File: src/rtl/pipelined_adder_pkg.sv
// pipelined_adder_pkg: shared default geometry for the pipelined adder
package pipelined_adder_pkg;
    localparam int DEFAULT_WIDTH  = 16;
    localparam int DEFAULT_STAGES = 4;
endpackage

File: src/rtl/pipelined_adder_chunk.sv
// adder_chunk: CW-bit combinational add with carry-in, carry-out and carry-into-MSB tap
module adder_chunk #(
    parameter int CW = 4
) (
    input  logic [CW-1:0] x,
    input  logic [CW-1:0] y,
    input  logic          ci,
    output logic [CW-1:0] s,
    output logic          co,
    output logic          cm
);
    assign {co, s} = {1'b0, x} + {1'b0, y} + {{CW{1'b0}}, ci};
    // carry into the top bit is recovered from the top sum bit and its operands
    assign cm = x[CW-1] ^ y[CW-1] ^ s[CW-1];
endmodule

File: src/rtl/pipelined_adder.sv
// pipelined_adder: carry-chain adder/subtractor split into STAGES chunks with valid/ready flow control
module pipelined_adder
    import pipelined_adder_pkg::*;
#(
    parameter int WIDTH  = DEFAULT_WIDTH,
    parameter int STAGES = DEFAULT_STAGES
) (
    input  logic             clk,
    input  logic             rst_n,
    input  logic             in_valid,
    output logic             in_ready,
    input  logic [WIDTH-1:0] a,
    input  logic [WIDTH-1:0] b,
    input  logic             cin,
    input  logic             sub,
    output logic             out_valid,
    input  logic             out_ready,
    output logic [WIDTH-1:0] sum,
    output logic             cout,
    output logic             ovf
);
    localparam int CW = WIDTH / STAGES;

    logic             en;
    logic             v_q  [STAGES];
    logic             c_q  [STAGES];
    logic             o_q  [STAGES];
    logic [WIDTH-1:0] a_q  [STAGES];
    logic [WIDTH-1:0] b_q  [STAGES];
    logic [WIDTH-1:0] s_q  [STAGES];
    logic             v_in [STAGES];
    logic             c_in [STAGES];
    logic [WIDTH-1:0] a_in [STAGES];
    logic [WIDTH-1:0] b_in [STAGES];
    logic [WIDTH-1:0] s_in [STAGES];
    logic [WIDTH-1:0] s_nx [STAGES];
    logic [CW-1:0]    cs   [STAGES];
    logic             co   [STAGES];
    logic             cm   [STAGES];

    // the whole pipeline moves as one; it only freezes when a result is waiting
    assign en        = !out_valid || out_ready;
    assign in_ready  = en;
    assign out_valid = v_q[STAGES-1];
    assign sum       = s_q[STAGES-1];
    assign cout      = c_q[STAGES-1];
    assign ovf       = o_q[STAGES-1];

    // stage 0 takes the raw operands (b inverted for subtract), later stages their predecessor's registers
    always_comb begin
        v_in[0] = in_valid;
        a_in[0] = a;
        b_in[0] = sub ? ~b : b;
        c_in[0] = sub | cin;
        s_in[0] = '0;
        for (int k = 1; k < STAGES; k++) begin
            v_in[k] = v_q[k-1];
            a_in[k] = a_q[k-1];
            b_in[k] = b_q[k-1];
            c_in[k] = c_q[k-1];
            s_in[k] = s_q[k-1];
        end
    end

    for (genvar k = 0; k < STAGES; k++) begin : g_chunk
        adder_chunk #(.CW(CW)) u_chunk (
            .x  (a_in[k][k*CW +: CW]),
            .y  (b_in[k][k*CW +: CW]),
            .ci (c_in[k]),
            .s  (cs[k]),
            .co (co[k]),
            .cm (cm[k])
        );
    end

    // each stage drops its chunk result into the partial sum it carries forward
    always_comb begin
        for (int k = 0; k < STAGES; k++) begin
            s_nx[k] = s_in[k];
            s_nx[k][k*CW +: CW] = cs[k];
        end
    end

    // stage registers: cleared asynchronously, all hold together when the output stalls
    always_ff @(posedge clk or negedge rst_n) begin
        if (!rst_n) begin
            for (int k = 0; k < STAGES; k++) begin
                v_q[k] <= 1'b0;
                c_q[k] <= 1'b0;
                o_q[k] <= 1'b0;
                a_q[k] <= '0;
                b_q[k] <= '0;
                s_q[k] <= '0;
            end
        end else if (en) begin
            for (int k = 0; k < STAGES; k++) begin
                v_q[k] <= v_in[k];
                c_q[k] <= co[k];
                o_q[k] <= co[k] ^ cm[k];
                a_q[k] <= a_in[k];
                b_q[k] <= b_in[k];
                s_q[k] <= s_nx[k];
            end
        end
    end
endmodule

File: config.mk
export PLATFORM = sky130hd
export DESIGN_NAME = pipelined_adder
export DESIGN_NICKNAME = d
export VERILOG_FILES = /design/src/rtl/pipelined_adder_pkg.sv /design/src/rtl/pipelined_adder_chunk.sv /design/src/rtl/pipelined_adder.sv
export SDC_FILE = /design/constraint.sdc
export NUM_CORES = 1
export LEC_CHECK = 0
export CAP_MARGIN = 25
export CELL_PAD_IN_SITES_DETAIL_PLACEMENT = 2
export CELL_PAD_IN_SITES_GLOBAL_PLACEMENT = 2
export CORE_MARGIN = 2
export CORE_UTILIZATION = 37
export DETAILED_ROUTE_END_ITERATION = 10
export PLACE_DENSITY = 0.85
export RECOVER_POWER = 25
export SLEW_MARGIN = 0
export SYNTH_ARGS = -nofsm -noshare
export SYNTH_HDL_FRONTEND = slang
export SYNTH_SLANG_ARGS = --single-unit
File: constraint.sdc
create_clock -name clk -period 5 [get_ports clk]
set_input_delay 1.5 -clock clk [delete_from_list [all_inputs] [get_ports clk]]
set_output_delay 1.5 -clock clk [all_outputs]
set_load 0.03 [all_outputs]
# --- After elaboration in Yosys (flattened, before gate mapping) ---
# Cells that the tools add are included.
classes:
  n_addsub: 8
  mux: 1
  bitwise: 5
  n_reduce_logical: 2
op_table:
  columns: ["op", "n"]
  rows:
  - ["adder 4 x 4 -> 5 bit", 4]
  - ["adder 5 x 1 -> 5 bit", 4]
  - ["two-way mux 16 bit", 1]
  - ["NOT 16 bit", 1]
  - ["XOR 1 bit", 3]
  - ["logical NOT 1 bit", 1]
  - ["logical OR 1 bit", 1]
  - ["bitwise OR 1 bit", 1]
totals:
  register_bits: 145
  input_bits: 38
  out_inout_bits: 20
  elab_cells: 35

# --- Longest topological paths before layout ---
depth:
  ltp_word: 4
  mapped_depth: 8
  depth_no_buf: 6

# --- By module ---
# Synthesis repeated with hierarchy kept, for this count alone.
hier_totals:
  cells_unflattened: 294
  hier_area_um2: 4409.2
by_module_without_submodules:
  columns: ["module", "n_inst", "cells_each", "area_each_um2", "seq_area_each_um2"]
  rows:
  - ["pipelined_adder", 1, 226, 3843.7, 2427.3]
  - ["adder_chunk", 4, 17, 141.4, 0.0]

# --- Worst setup path after synthesis ---
# OpenSTA, ideal clock, no wires.
synth_path:
  path_type: "in2out"
  startpoint: "input port out_ready"
  endpoint: "output port in_ready"
  t_arrival_ns: 1.958
  required_time_ns: 3.500
  path_slack_ns: 1.542
  path_stages: 4
  cell_sequence: "nor2b_2 > buf_6 > inv_4 > buf_2"
synth_via:
  elab_chain_len: 1
synth_rtl:
  columns: ["item", "line_no", "rtl"]
  rows:
  - ["start, declared", "pipelined_adder.sv:17", "input logic out_ready,"]
  - ["logical OR 1 bit", "pipelined_adder.sv:42", "assign en = !out_valid || out_ready;"]
  - ["end, declared", "pipelined_adder.sv:11", "output logic in_ready,"]
# No other way between the ends.

# --- Worst setup path after layout ---
# Ends and elaborated chain as after synthesis.

==> impl_metrics.env <==
export IMPL_status="finished, violations left"
export IMPL_failed_checks="max-capacitance violations, max-slew violations"
export IMPL_final_hold_violation_count=0
export IMPL_grt_max_degree=108
export IMPL_p_leak_nw=2.589
export IMPL_cp_cell_sequence="clkdlybuf4s50_1, nor2b_4, inv_4, buf_4"
export IMPL_synth_area_sq_um=4280
export IMPL_vias=3123
export IMPL_synth_seq_cells=97
export IMPL_place_gp_congestion=0.7762
export IMPL_synthFlopType="dfrtp_1"
export IMPL_nets=557
export IMPL_synth_nets=507
export IMPL_multi_input_area_sq_um=1677
export IMPL_ys_warn_count=0
export IMPL_cpPeakStageDelay_ns=0.45
export IMPL_hp_class="reg -> reg"
export IMPL_max_freq_mhz=262.4
export IMPL_path_clk_slew_ns=0.07
export IMPL_holdBufCountCts=0
export IMPL_drtAntennaViolNets=0
export IMPL_crit_required_ns=3.50
export IMPL_post_cts_resized=0
export IMPL_synth_top_cell_area_share=0.5671
export IMPL_synth_edf_count=0
export IMPL_cap_violations=1
export IMPL_cts_inserted_buffers=9
export IMPL_setup_viol=0
export IMPL_fin_crit_ns=3.811
export IMPL_fp_dieArea_sq_um=12440
export IMPL_cts_setup_buffers=0
export IMPL_netlist_instances=449
export IMPL_rsz0062_at_grt="false"
export IMPL_final_seq_area_sq_um=2427
export IMPL_initialDrtViolationCount=122
export IMPL_die_h_microns=111.6
export IMPL_start_util=0.3765
export IMPL_dp_hpwl_microns=6409
export IMPL_worstMarginPinSlew_ns=1.765
export IMPL_root_buffer="clkbuf_16"
export IMPL_synth_most_common_cell="nand2_1"
export IMPL_ys_seq_area_frac=0.5671
export IMPL_die_x_microns=111.6
export IMPL_pin_count=58
export IMPL_routed_via_density=4.834
export IMPL_fill_cells=1241
export IMPL_syn_avg_cell_area_sq_um=9.533
export IMPL_max_clock_path_buffers=2
export IMPL_yosys_top_cells_count="nand2_1, dfrtp_1, o21ai_0"
export IMPL_period_share=0.7622
export IMPL_finish_instance_area_sq_um=5264
export IMPL_cp_slowest_cell="clkdlybuf4s50_1"
export IMPL_power_density_nw_per_um2=663.0
export IMPL_grt_pass1_wl_microns=17940
export IMPL_drive_gt1_frac=0.05368
export IMPL_grt_pass1_vias=3606
export IMPL_path_buf_inv=3
export IMPL_post_drt_wl_per_cell_microns=16.52
export IMPL_core_area_sq_um=11370
export IMPL_rows=39
export IMPL_max_slew_margin=-0.1765
export IMPL_synth_distinct_cells=22
export IMPL_ir_worst_vdd_v=0.0003061
export IMPL_portBuffers=57
export IMPL_finalSetupTns_ns=0
export IMPL_h_tree_depth=3
export IMPL_drcViolationCount=0
export IMPL_worstSetupPathType="in -> out"
export IMPL_critPathLaunchType="primary input"
export IMPL_clk_latency_ns=0.34
export IMPL_antenna_found_initial=0
export IMPL_grt_overflow=0
export IMPL_area_growth_pct=22.98
export IMPL_finalWorstSetupSlack_ns=1.189
export IMPL_antenna_cells=0
export IMPL_finClkSkew_ns=0.006460
export IMPL_track_usage=0.1815
export IMPL_report_final_slew_viol_count=71
export IMPL_async_reset_ff_frac=1.000
export IMPL_hold_ws_ns=0.4660
export IMPL_power_mw=3.490
export IMPL_synthTopCellsByArea="dfrtp_1, nand2_1, fa_1"
export IMPL_crit_path_max_fanout=2
export IMPL_placed_cell_area_sq_um=4896
export IMPL_yosysTopAreaCell="dfrtp_1"
export IMPL_critPathCaptureType="output pin"
export IMPL_cts_tree="done"
export IMPL_cp_arrival_ns=2.31
export IMPL_place_ws_ns=1.189
export IMPL_firstDrtPassIters=6
export IMPL_wl_microns=10670
export IMPL_clock_sinks=97
export IMPL_cp_top_family="buffers and inverters"
==> final timing paths <==
| check | from | cells after the start | slack (ns) | to |
|---|---|---|---|---|
| max | out_ready | 4 | 1.19 | in_ready |
| min | sum[13]$_DFFE_PN0P_ | 2 | 0.47 | sum[13]$_DFFE_PN0P_ |
| max reg2reg | a_in[12]$_DFFE_PN0P_ | 6 | 2.92 | ovf$_DFFE_PN0P_ |
| min reg2reg | sum[13]$_DFFE_PN0P_ | 2 | 0.47 | sum[13]$_DFFE_PN0P_ |
| max in group asynchronous | rst_n | 2 | 2.14 | b_in[41]$_DFFE_PN0P_ |
| min in group asynchronous | rst_n | 1 | 1.61 | a_in[38]$_DFFE_PN0P_ |
==> cells by family after synthesis <==
group	Yosys count	synth area share
compound gates	43	0.05612
xor+xnor	25	0.05115
fa+ha+maj	20	0.07249
buf+inv	27	0.04238
flops	97	0.5671
simple gates	237	0.2108
==> area by class of cell <==
class                   instances  share of cell area
flip-flops and latches         97              0.4611
clock inverters                 5             0.01973
well taps                     143             0.03399
inverters                       4            0.003328
multi-input cells             325              0.3185
repair buffers                 62              0.1179
clock buffers                  10             0.04540
==> cells in the final DEF, fill, tap and decap left out <==
master	n
xor2_1	9
xnor2_1	16
clkbuf_16	9
nor2b_4	1
inv_1	3
nor2b_1	1
dfrtp_1	97
clkinv_4	1
nor2_1	8
inv_4	1
clkinv_2	1
or2_2	1
clkbuf_2	1
clkdlybuf4s50_1	55
clkbuf_8	1
a21oi_2	2
nand2_1	225
fa_1	8
ha_1	12
nand2b_1	1
o21ai_0	21
buf_4	5
o21ai_1	1
a21o_1	7
buf_16	1
bufinv_16	3
a21oi_1	12
==> power breakdown <==
part | leakage, nW | total, mW | internal, mW | switching, mW
sequential | 1.17 | 1.35 | 1.14 | 0.217
clock | 0.169 | 0.795 | 0.500 | 0.295
combinational | 1.25 | 1.34 | 0.538 | 0.803
==> flip-flops by register name, indices dropped and copies added, names as in the netlist, 3 cells and up <==
signal	flops
v_in	3
sum	16
s_in	24
a_in	24
b_in	24
c_in	3
==> layer usage <==
layer  GRT usage  routed length, microns  up-vias
met4     0.07078                     196        0
met3     0.02232                     227       11
li1            -                       -     1488
met1      0.2237                    4721     1580
met5           0                       0        -
met2      0.3256                    5524       44
==> worst register-to-register path, stage by stage (launching register included) <==
cell     delay [ns]
dfrtp_1        0.41
fa_1           0.48
fa_1           0.43
a21o_1         0.20
a21oi_2        0.19
xnor2_1        0.15
o21ai_1        0.08
==> per-stage QoR <==
stage,utilization,instances
6_report,0.4630,646
5_1_grt,0.4630,646
4_1_cts,0.4608,645
3_5_place_dp,0.4306,630
3_3_place_gp,0.4306,630
2_1_floorplan,-,449
Power figures use the tool's default switching activity.
